$ cat config.mk
export PLATFORM = sky130hd
export DESIGN_NAME = ahb3lite_port_arbiter_flat
export DESIGN_NICKNAME = d
export VERILOG_FILES = /design/src/rtl/ahb3lite_port_arbiter_if.sv /design/src/rtl/ahb3lite_port_arbiter.sv /design/src/flat_wrapper.sv
export SDC_FILE = /design/constraint.sdc
export NUM_CORES = 1
export LEC_CHECK = 0
export CORE_MARGIN = 1
export CORE_UTILIZATION = 30
export CTS_CLUSTER_DIAMETER = 100
export DETAILED_ROUTE_END_ITERATION = 16
export PLACE_DENSITY_LB_ADDON = 0.05
export SETUP_SLACK_MARGIN = 0.4
export SLEW_MARGIN = 25
export SYNTH_ARGS = -nofsm -noshare
export SYNTH_HDL_FRONTEND = slang
export SYNTH_SLANG_ARGS = --single-unit
$ cat constraint.sdc
create_clock -name HCLK -period 2.3 [get_ports HCLK]
set_clock_uncertainty 0.15 [all_clocks]
set_input_delay 0.46 -clock HCLK [delete_from_list [all_inputs] [get_ports HCLK]]
set_output_delay 0.46 -clock HCLK [all_outputs]
set_load 0.01 [all_outputs]
$ cat src/rtl/ahb3lite_port_arbiter_if.sv
// Request/grant bundle between the AHB3-Lite switch fabric and one slave-port arbiter.
// The slave modport is the arbiter side; the master modport is the fabric side.
interface ahb3lite_port_arbiter_if #(
  parameter int MASTERS = 3,
  parameter int IDX_W   = $clog2(MASTERS)
);
  logic [MASTERS-1:0]      req;
  logic [MASTERS-1:0][2:0] mst_priority;
  logic [1:0]              HTRANS;
  logic [2:0]              HBURST;
  logic                    HMASTLOCK;
  logic                    HREADY;
  logic [MASTERS-1:0]      gnt;
  logic [IDX_W-1:0]        gnt_idx;
  logic                    switched;
  logic                    hold;

  modport slave (
    input  req, mst_priority, HTRANS, HBURST, HMASTLOCK, HREADY,
    output gnt, gnt_idx, switched, hold
  );

  modport master (
    output req, mst_priority, HTRANS, HBURST, HMASTLOCK, HREADY,
    input  gnt, gnt_idx, switched, hold
  );
endinterface

$ cat src/rtl/ahb3lite_port_arbiter.sv
// Per-slave-port master arbiter: priority select with round-robin among equal priorities,
// holding ownership across fixed bursts, open INCR bursts, BUSY beats and locked sequences.
module ahb3lite_port_arbiter #(
  parameter int MASTERS = 3,
  parameter int IDX_W   = $clog2(MASTERS)
) (
  input  logic                  HCLK,
  input  logic                  HRESETn,
  ahb3lite_port_arbiter_if.slave bus
);

  typedef enum logic [1:0] {
    TR_IDLE   = 2'b00,
    TR_BUSY   = 2'b01,
    TR_NONSEQ = 2'b10,
    TR_SEQ    = 2'b11
  } htrans_e;

  typedef enum logic [2:0] {
    BU_SINGLE = 3'd0,
    BU_INCR   = 3'd1,
    BU_WRAP4  = 3'd2,
    BU_INCR4  = 3'd3,
    BU_WRAP8  = 3'd4,
    BU_INCR8  = 3'd5,
    BU_WRAP16 = 3'd6,
    BU_INCR16 = 3'd7
  } hburst_e;

  htrans_e            trans;
  hburst_e            burst;
  logic [3:0]         cnt_q;
  logic [3:0]         cnt_next;
  logic [IDX_W-1:0]   gnt_idx_q;
  logic [IDX_W-1:0]   gnt_idx_next;
  logic [IDX_W-1:0]   win_idx;
  logic [MASTERS-1:0] gnt_q;
  logic [MASTERS-1:0] gnt_next;
  logic [MASTERS-1:0] cand;
  logic [2:0]         max_pri;
  logic               switched_q;
  logic               hold_w;
  logic               found;
  int                 scan_idx;

  assign trans = htrans_e'(bus.HTRANS);
  assign burst = hburst_e'(bus.HBURST);

  // Remaining beats of the owner's fixed-length burst after this edge.
  // NOTE: every variable assigned in always_comb gets a default first, so no path leaves it unassigned (no latch).
  always_comb begin
    cnt_next = cnt_q;
    unique case (trans)
      TR_IDLE: cnt_next = 4'd0;
      TR_BUSY: cnt_next = cnt_q;
      TR_SEQ:  cnt_next = (cnt_q == 4'd0) ? 4'd0 : cnt_q - 4'd1;
      TR_NONSEQ: begin
        unique case (burst)
          BU_WRAP4,  BU_INCR4:  cnt_next = 4'd3;
          BU_WRAP8,  BU_INCR8:  cnt_next = 4'd7;
          BU_WRAP16, BU_INCR16: cnt_next = 4'd15;
          default:              cnt_next = 4'd0;
        endcase
      end
      default: cnt_next = cnt_q;
    endcase
  end

  // An open INCR burst stays owned only while its master keeps requesting.
  assign hold_w = bus.HMASTLOCK
               || (trans == TR_BUSY)
               || (cnt_next != 4'd0)
               || ((burst == BU_INCR) && (trans == TR_NONSEQ || trans == TR_SEQ)
                   && bus.req[gnt_idx_q]);

  // Highest priority among requesters, then first candidate after the owner with wrap.
  always_comb begin
    max_pri  = 3'd0;
    cand     = '0;
    win_idx  = gnt_idx_q;
    found    = 1'b0;
    scan_idx = 0;
    for (int m = 0; m < MASTERS; m++) begin
      if (bus.req[m] && (bus.mst_priority[m] > max_pri)) max_pri = bus.mst_priority[m];
    end
    for (int m = 0; m < MASTERS; m++) begin
      cand[m] = bus.req[m] && (bus.mst_priority[m] == max_pri);
    end
    for (int i = 1; i <= MASTERS; i++) begin
      scan_idx = (int'(gnt_idx_q) + i) % MASTERS;
      if (!found && cand[scan_idx]) begin
        win_idx = IDX_W'(scan_idx);
        found   = 1'b1;
      end
    end
  end

  always_comb begin
    gnt_idx_next = gnt_idx_q;
    if (bus.HREADY && !hold_w && found) gnt_idx_next = win_idx;
    gnt_next = {{(MASTERS-1){1'b0}}, 1'b1} << gnt_idx_next;
  end

  // NOTE: sequential state uses non-blocking assignments so every register samples pre-edge values.
  always_ff @(posedge HCLK or negedge HRESETn) begin
    if (!HRESETn) begin
      cnt_q      <= 4'd0;
      gnt_idx_q  <= '0;
      gnt_q      <= {{(MASTERS-1){1'b0}}, 1'b1};
      switched_q <= 1'b0;
    end else begin
      if (bus.HREADY) cnt_q <= cnt_next;
      gnt_idx_q  <= gnt_idx_next;
      gnt_q      <= gnt_next;
      switched_q <= (gnt_idx_next != gnt_idx_q);
    end
  end

  assign bus.gnt      = gnt_q;
  assign bus.gnt_idx  = gnt_idx_q;
  assign bus.switched = switched_q;
  assign bus.hold     = hold_w;

endmodule

$ cat src/flat_wrapper.sv
// flat-port wrapper written by rule: the top's interface ports become plain ports
module ahb3lite_port_arbiter_flat 
#(
  parameter int MASTERS = 3,
  parameter int IDX_W   = $clog2(MASTERS)
)
  (HCLK, HRESETn, bus_req, bus_mst_priority, bus_HTRANS, bus_HBURST, bus_HMASTLOCK, bus_HREADY, bus_gnt, bus_gnt_idx, bus_switched, bus_hold);
  ahb3lite_port_arbiter_if #(.MASTERS(MASTERS), .IDX_W(IDX_W)) bus_i ();
  input  logic HCLK;
  input  logic HRESETn;
  input wire logic [$bits(bus_i.req)-1:0] bus_req;
  input wire logic [$bits(bus_i.mst_priority)-1:0] bus_mst_priority;
  input wire logic [$bits(bus_i.HTRANS)-1:0] bus_HTRANS;
  input wire logic [$bits(bus_i.HBURST)-1:0] bus_HBURST;
  input wire logic [$bits(bus_i.HMASTLOCK)-1:0] bus_HMASTLOCK;
  input wire logic [$bits(bus_i.HREADY)-1:0] bus_HREADY;
  output wire logic [$bits(bus_i.gnt)-1:0] bus_gnt;
  output wire logic [$bits(bus_i.gnt_idx)-1:0] bus_gnt_idx;
  output wire logic [$bits(bus_i.switched)-1:0] bus_switched;
  output wire logic [$bits(bus_i.hold)-1:0] bus_hold;
  assign bus_i.req = bus_req;
  assign bus_i.mst_priority = bus_mst_priority;
  assign bus_i.HTRANS = bus_HTRANS;
  assign bus_i.HBURST = bus_HBURST;
  assign bus_i.HMASTLOCK = bus_HMASTLOCK;
  assign bus_i.HREADY = bus_HREADY;
  assign bus_gnt = bus_i.gnt;
  assign bus_gnt_idx = bus_i.gnt_idx;
  assign bus_switched = bus_i.switched;
  assign bus_hold = bus_i.hold;
  ahb3lite_port_arbiter #(.MASTERS(MASTERS), .IDX_W(IDX_W)) u_core (.HCLK(HCLK), .HRESETn(HRESETn), .bus(bus_i));
endmodule
### After elaboration in Yosys (flattened, before gate mapping)

Cells that the tools add are included.

* bits in registers: 10
* input port bits: 21

* add/sub/neg operators: 4
* div/mod/pow operators: 3
* $lt $le $gt $ge: 7
* equal/unequal tests: 14
* shift-type cells: 1
* multiplexer cells: 24
* reductions and logical operators: 25

Operators by type and width (count)
* $lt 32x4->1 const B: 3
* $mod 32x3->32 const B: 3
* $pmux 4 s4: 1
* $eq 3x3->1 const B: 4
* $logic_and 1x1->1: 12
* $pmux 4 s3: 1
* $mux 1: 10
* $eq 3x3->1: 3
* $mux 3: 3
* $bmux 1 s2: 4
* $mux 2: 4
* $add 2x2->3 const B: 2
* $eq 3x2->1 const B: 2
* $gt 3x3->1: 2
* $reduce_or 2->1: 3
* $eq 2x2->1 const B: 2
* $logic_not 4->1: 1
* $logic_or 1x1->1: 4
* $mux 4: 1
* $reduce_bool 4->1: 1
* $sub 4x1->4 const B: 1
* $add 2x1->3 const B: 1
* $eq 3x1->1 const B: 1
* $gt 3x1->1 const B: 1
* other kinds (6): 8

### Logic depth before layout (Yosys ltp)

* word-level depth: 24
* gate-level depth with buffers: 17

### Least setup slack after synthesis

OpenSTA, ideal clock, no wires.

* kind: input to register
* start: in bus_mst_priority[3]
* end: reg u_core.gnt_q[1] (netlist: u_core.bus.gnt[1])
* data arrival time: 3755 ps
* required time: 2030 ps
* path slack: -1725 ps
* stages: 16
* buffers on the path: 1
* cells stage by stage: clkbuf_1 inv_1 ha_1 nand3_1 o31ai_4 nor2_2 nor2_1 a21oi_1 ha_1 nor2b_1 o311a_1 o311ai_4 nor2_1 or4_4 or2_1 and3_1

* longest elaborated chain between the ends: 21

RTL lines
* start, declared: RTL line flat_wrapper.sv:12 `input wire logic [$bits(bus_i.mst_priority)-1:0] bus_mst_priority;`
* $gt 3x3->1: RTL line ahb3lite_port_arbiter.sv:84 `if (bus.req[m] && (bus.mst_priority[m] > max_pri)) max_pri = bus.mst_priority[m];`
* $logic_and 1x1->1: RTL line ahb3lite_port_arbiter.sv:84
* $mux 3: RTL line ahb3lite_port_arbiter.sv:84
* $gt 3x3->1: RTL line ahb3lite_port_arbiter.sv:84
* $logic_and 1x1->1: RTL line ahb3lite_port_arbiter.sv:84
* $mux 3: RTL line ahb3lite_port_arbiter.sv:84
* $eq 3x3->1: RTL line ahb3lite_port_arbiter.sv:87 `cand[m] = bus.req[m] && (bus.mst_priority[m] == max_pri);`
* $logic_and 1x1->1: RTL line ahb3lite_port_arbiter.sv:87
* [6 not listed]
* $mux 1: RTL line ahb3lite_port_arbiter.sv:91 `if (!found && cand[scan_idx]) begin`
* $logic_not 1->1: RTL line ahb3lite_port_arbiter.sv:91
* $logic_and 1x1->1: RTL line ahb3lite_port_arbiter.sv:91
* $mux 1: RTL line ahb3lite_port_arbiter.sv:91
* $logic_and 1x1->1: RTL line ahb3lite_port_arbiter.sv:100 `if (bus.HREADY && !hold_w && found) gnt_idx_next = win_idx;`
* $mux 2 *: RTL line ahb3lite_port_arbiter.sv:100
* $shl 1x2->3 *: RTL line ahb3lite_port_arbiter.sv:101 `gnt_next = {{(MASTERS-1){1'b0}}, 1'b1} << gnt_idx_next;`
* named net u_core.gnt_next[1]: RTL line ahb3lite_port_arbiter.sv:38 `logic [MASTERS-1:0] gnt_next;`
* end signal, assigned: RTL line ahb3lite_port_arbiter.sv:109 `gnt_q <= {{(MASTERS-1){1'b0}}, 1'b1};`
* end signal, assigned: RTL line ahb3lite_port_arbiter.sv:114 `gnt_q <= gnt_next;`
* end, declared: RTL line ahb3lite_port_arbiter.sv:37 `logic [MASTERS-1:0] gnt_q;`

The timed path passes the listed nets; every way through them passes the cells marked *. The select of a mux whose other input is x is not followed.
A chain may end at the register's enable or synchronous reset.

### Final worst setup path

* start: in bus_mst_priority[1]
* end: reg u_core.gnt_q[1] (netlist: u_core.bus.gnt[1])

* longest elaborated chain between the ends: 24

RTL lines (RTL line)
* $gt 3x1->1: ahb3lite_port_arbiter.sv:84
* $logic_and 1x1->1: ahb3lite_port_arbiter.sv:84
* $mux 3: ahb3lite_port_arbiter.sv:84
* $gt 3x3->1: ahb3lite_port_arbiter.sv:84
* $logic_and 1x1->1: ahb3lite_port_arbiter.sv:84
* $mux 3: ahb3lite_port_arbiter.sv:84
* $gt 3x3->1: ahb3lite_port_arbiter.sv:84
* $logic_and 1x1->1: ahb3lite_port_arbiter.sv:84
* [9 not listed]
* $mux 1: ahb3lite_port_arbiter.sv:91
* $logic_not 1->1: ahb3lite_port_arbiter.sv:91
* $logic_and 1x1->1: ahb3lite_port_arbiter.sv:91
* $mux 1: ahb3lite_port_arbiter.sv:91
* $logic_and 1x1->1: ahb3lite_port_arbiter.sv:100
* $mux 2 *: ahb3lite_port_arbiter.sv:100
* $shl 1x2->3 *: ahb3lite_port_arbiter.sv:101
* named net u_core.gnt_next[1]: ahb3lite_port_arbiter.sv:38

Marked as above.

==> run_results.csv <==
group,metric,value,unit
clocking,cts_root_buf,"clkbuf_8",
layout,antennaDiodeCount,0,
sta,worst_slew_pin_slew,0.4162,ns
routing,dr.pass1.iters,4,
layout,area_growth,84.23,%
synthesis,ys.warnings.count,0,
run_status,status,"complete, but fails checks",
routing,avgViaCountPerCell,5.113,
routing,antenna_left,0,
placement,gp_congestion,0.7728,
die,start_util,0.3167,
run_status,violations,"setup timing",
layout,nNetsFinal,281,
synthesis,synthFlopType,"dfrtp_1",
hold_path,hold_class,"input port to asynchronous set/reset pin",
synthesis,seq_area_frac_synth,0.1957,
sta,fmax,286.0,MHz
setup_path,cp.arrival,3.47,ns
synthesis,synth-xor-area-share,0.08861,
layout,drive_above_1_share,0.5000,
layout,nFillCells,370,
routing,initialDrtViolationCount,56,
routing,wl_per_cell,13.35,microns
synthesis,synth_mux_area_frac,0.007790,
synthesis,synthSimpleGateAreaFrac,0.3320,
die,num_rows,23,
grt,grt_antenna_before_repair,0,
sta,slew_headroom,0.7217,
placement,port_buffers,27,
layout,final_common_cell,"buf_4",
synthesis,synth_edf_count,0,
clocking,cts_tree,"done",
synthesis,synth_adder_area_share,0.08763,
synthesis,synth-compound-area-share,0.2561,
synthesis,synth-seq-cells,10,
routing,totalWireLength,4.005,mm
die,dieArea,4549,sq um
placement,dp.cells,279,
run,drv_cap,0,
routing,vias,1534,
layout,final_cell_mix,"buf_4 (62), clkdlybuf4s50_1 (13), nand2_1 (11)",
sta,hold_viol,0,
die,core_area,4058,sq um
grt,grtUsageTotal,0.1891,
power_and_ir_drop,powerDensity,602.2,nW/um^2
setup_path,cp_data_required_time,2.27,ns
layout,fin_cells,300,
clocking,numCtsBuffers,3,
synthesis,synth_nets,185,
grt,grt_pass1_vias,1524,
power_and_ir_drop,p_leak,1.053,nW
clocking,h-tree-depth,1,
clocking,clk_pin_slew,0.05,ns
setup_path,crit_type,"input port to register",
synthesis,postSynthCellCount,155,
setup_path,reg2regPathDepth,11,
die,io_pins,28,
die,die_y,67.45,microns
sta,setup_tns,-7.133,ns
synthesis,avgSynthCellArea,8.290,sq um
grt,grt_pass1_wl,6.582,mm
synthesis,ys_async_sr_fraction,1.000,
clocking,clkSinkCount,10,
setup_path,startpoint_type,"input port",
sta,setup_ws,-1.197,ns
die,die_w,67.45,microns
routing,drcViolationCount,0,
power_and_ir_drop,peakVddDrop,0.2681,mV
sta,finalCriticalPeriod,3.497,ns
grt,grt_max_degree,11,
sta,rsz0062_at_grt,"true",
synthesis,synth_top_family_by_area,"simple AND/OR/NAND/NOR gates",
setup_path,endpoint_kind,"register",
clocking,clockBufferDepth,2,
synthesis,synth.distinct_cells,58,
grt,grt_remaining_overflow,0,
synthesis,netlist_area,1285,sq um
placement,dp_hpwl,3.164,mm
sta,report.final.slew_viol_count,0,
setup_path,path_max_fanout,4,
sta,setup-violations-final,7,
sta,fin_crit_sh,1.520,
clocking,insertion_delay,0.23,ns
==> state kept, by name, summed over array words and instances, names as in the netlist <==
| name | count |
|---|---|
| u_core.bus.gnt | 3 |
| u_core.cnt_q | 4 |
| u_core.bus.gnt_idx | 2 |
| u_core.bus.switched | 1 |
==> worst max-delay path, stage by stage <==
cell      delay (ns)
buf_8           0.11
nand2_8         0.06
ha_4            0.19
nor2b_4         0.13
o31ai_4         0.22
nor2_4          0.08
nor2_1          0.09
a21oi_1         0.05
ha_1            0.30
nor2b_4         0.14
o311a_4         0.33
o311ai_4        0.29
nor2_2          0.07
or4_4           0.51
or2_4           0.26
and3_4          0.17
==> metal layers <==
metal	wire, microns	track usage	up-vias	share of wire
met5	0	0	-	0
met4	34	0.03457	0	0.0085
met3	80	0.02196	4	0.020
met2	2179	0.3738	24	0.54
met1	1711	0.2137	726	0.43
li1	-	-	780	-
==> cell usage after synthesis (all sizes together) (3+ instances only) <==
library cell | count | area, sq um
dfrtp | 9 | 225.2
nor3 | 8 | 40.04
nor2 | 12 | 47.55
xnor2 | 10 | 87.58
nand4 | 5 | 37.53
nand2 | 16 | 60.06
inv | 9 | 33.78
ha | 9 | 112.6
a21oi | 10 | 50.05
nand3 | 5 | 25.02
xor2 | 3 | 26.28
and3 | 4 | 26.28
a211oi | 4 | 30.03
nor2b | 3 | 26.27
o21ai | 6 | 30.02
==> report_power, final <==
part           internal, W  switching (W)  leakage [nW]
combinational     0.000537       0.000444         0.910
clock             0.000121      0.0000633        0.0228
sequential        0.000227      0.0000338         0.120
==> timing repair <==
item,4_1_cts,5_1_grt
hold buffers,0,0
pin swaps,22,1
gates resized for setup,72,5
setup buffers,17,0
setup endpoints to repair,12,9
==> final cells by class <==
| class | count | area, sq um | area share |
|---|---|---|---|
| Tap cell | 50 | 62.56 | 0.02643 |
| Clock buffer | 4 | 45.04 | 0.01903 |
| Multi-Input combinational cell | 134 | 1206 | 0.5095 |
| Inverter | 9 | 33.78 | 0.01427 |
| Sequential cell | 10 | 251.5 | 0.1062 |
| Timing Repair Buffer | 93 | 768.2 | 0.3245 |
==> worst paths after layout <==
path / start / endpoint / slack, ns
setup / recovery: bus_mst_priority[1] / u_core.bus.gnt[1] / -1.20
max in group asynchronous: HRESETn / u_core.bus.gnt[0] / 1.29
hold reg to reg: u_core.cnt_q[3] / u_core.cnt_q[3] / 0.45
min in group HCLK: u_core.cnt_q[3] / u_core.cnt_q[3] / 0.45
setup reg to reg: u_core.cnt_q[0] / u_core.bus.gnt[0] / -0.51
hold / removal: HRESETn / u_core.cnt_q[1] / 0.38
==> cells by family after synthesis <==
logic type      after synthesis
xor+xnor                     13
simple gates                 71
buf+inv                      11
fa+ha+maj                     9
flops                        10
mux                           1
compound gates               40
==> metrics by stage <==
stage / total power (W) / util / instance area [sq um] / setup slack, ns / hold slack, ns
global placement: 0.001108 / 0.5088 / 2064 / -2.116 / 0.4268
detailed placement: 0.001125 / 0.5088 / 2064 / -2.140 / 0.4381
global route: 0.001534 / 0.5834 / 2367 / -1.287 / 0.4165
floorplan: 0.0007275 / - / 1381 / -1.450 / 0.01441
CTS: 0.001421 / 0.5816 / 2360 / -1.185 / 0.3929
finish: 0.001426 / 0.5834 / 2367 / -1.197 / 0.3809
Note: power is estimated with default switching activity, not from simulation.
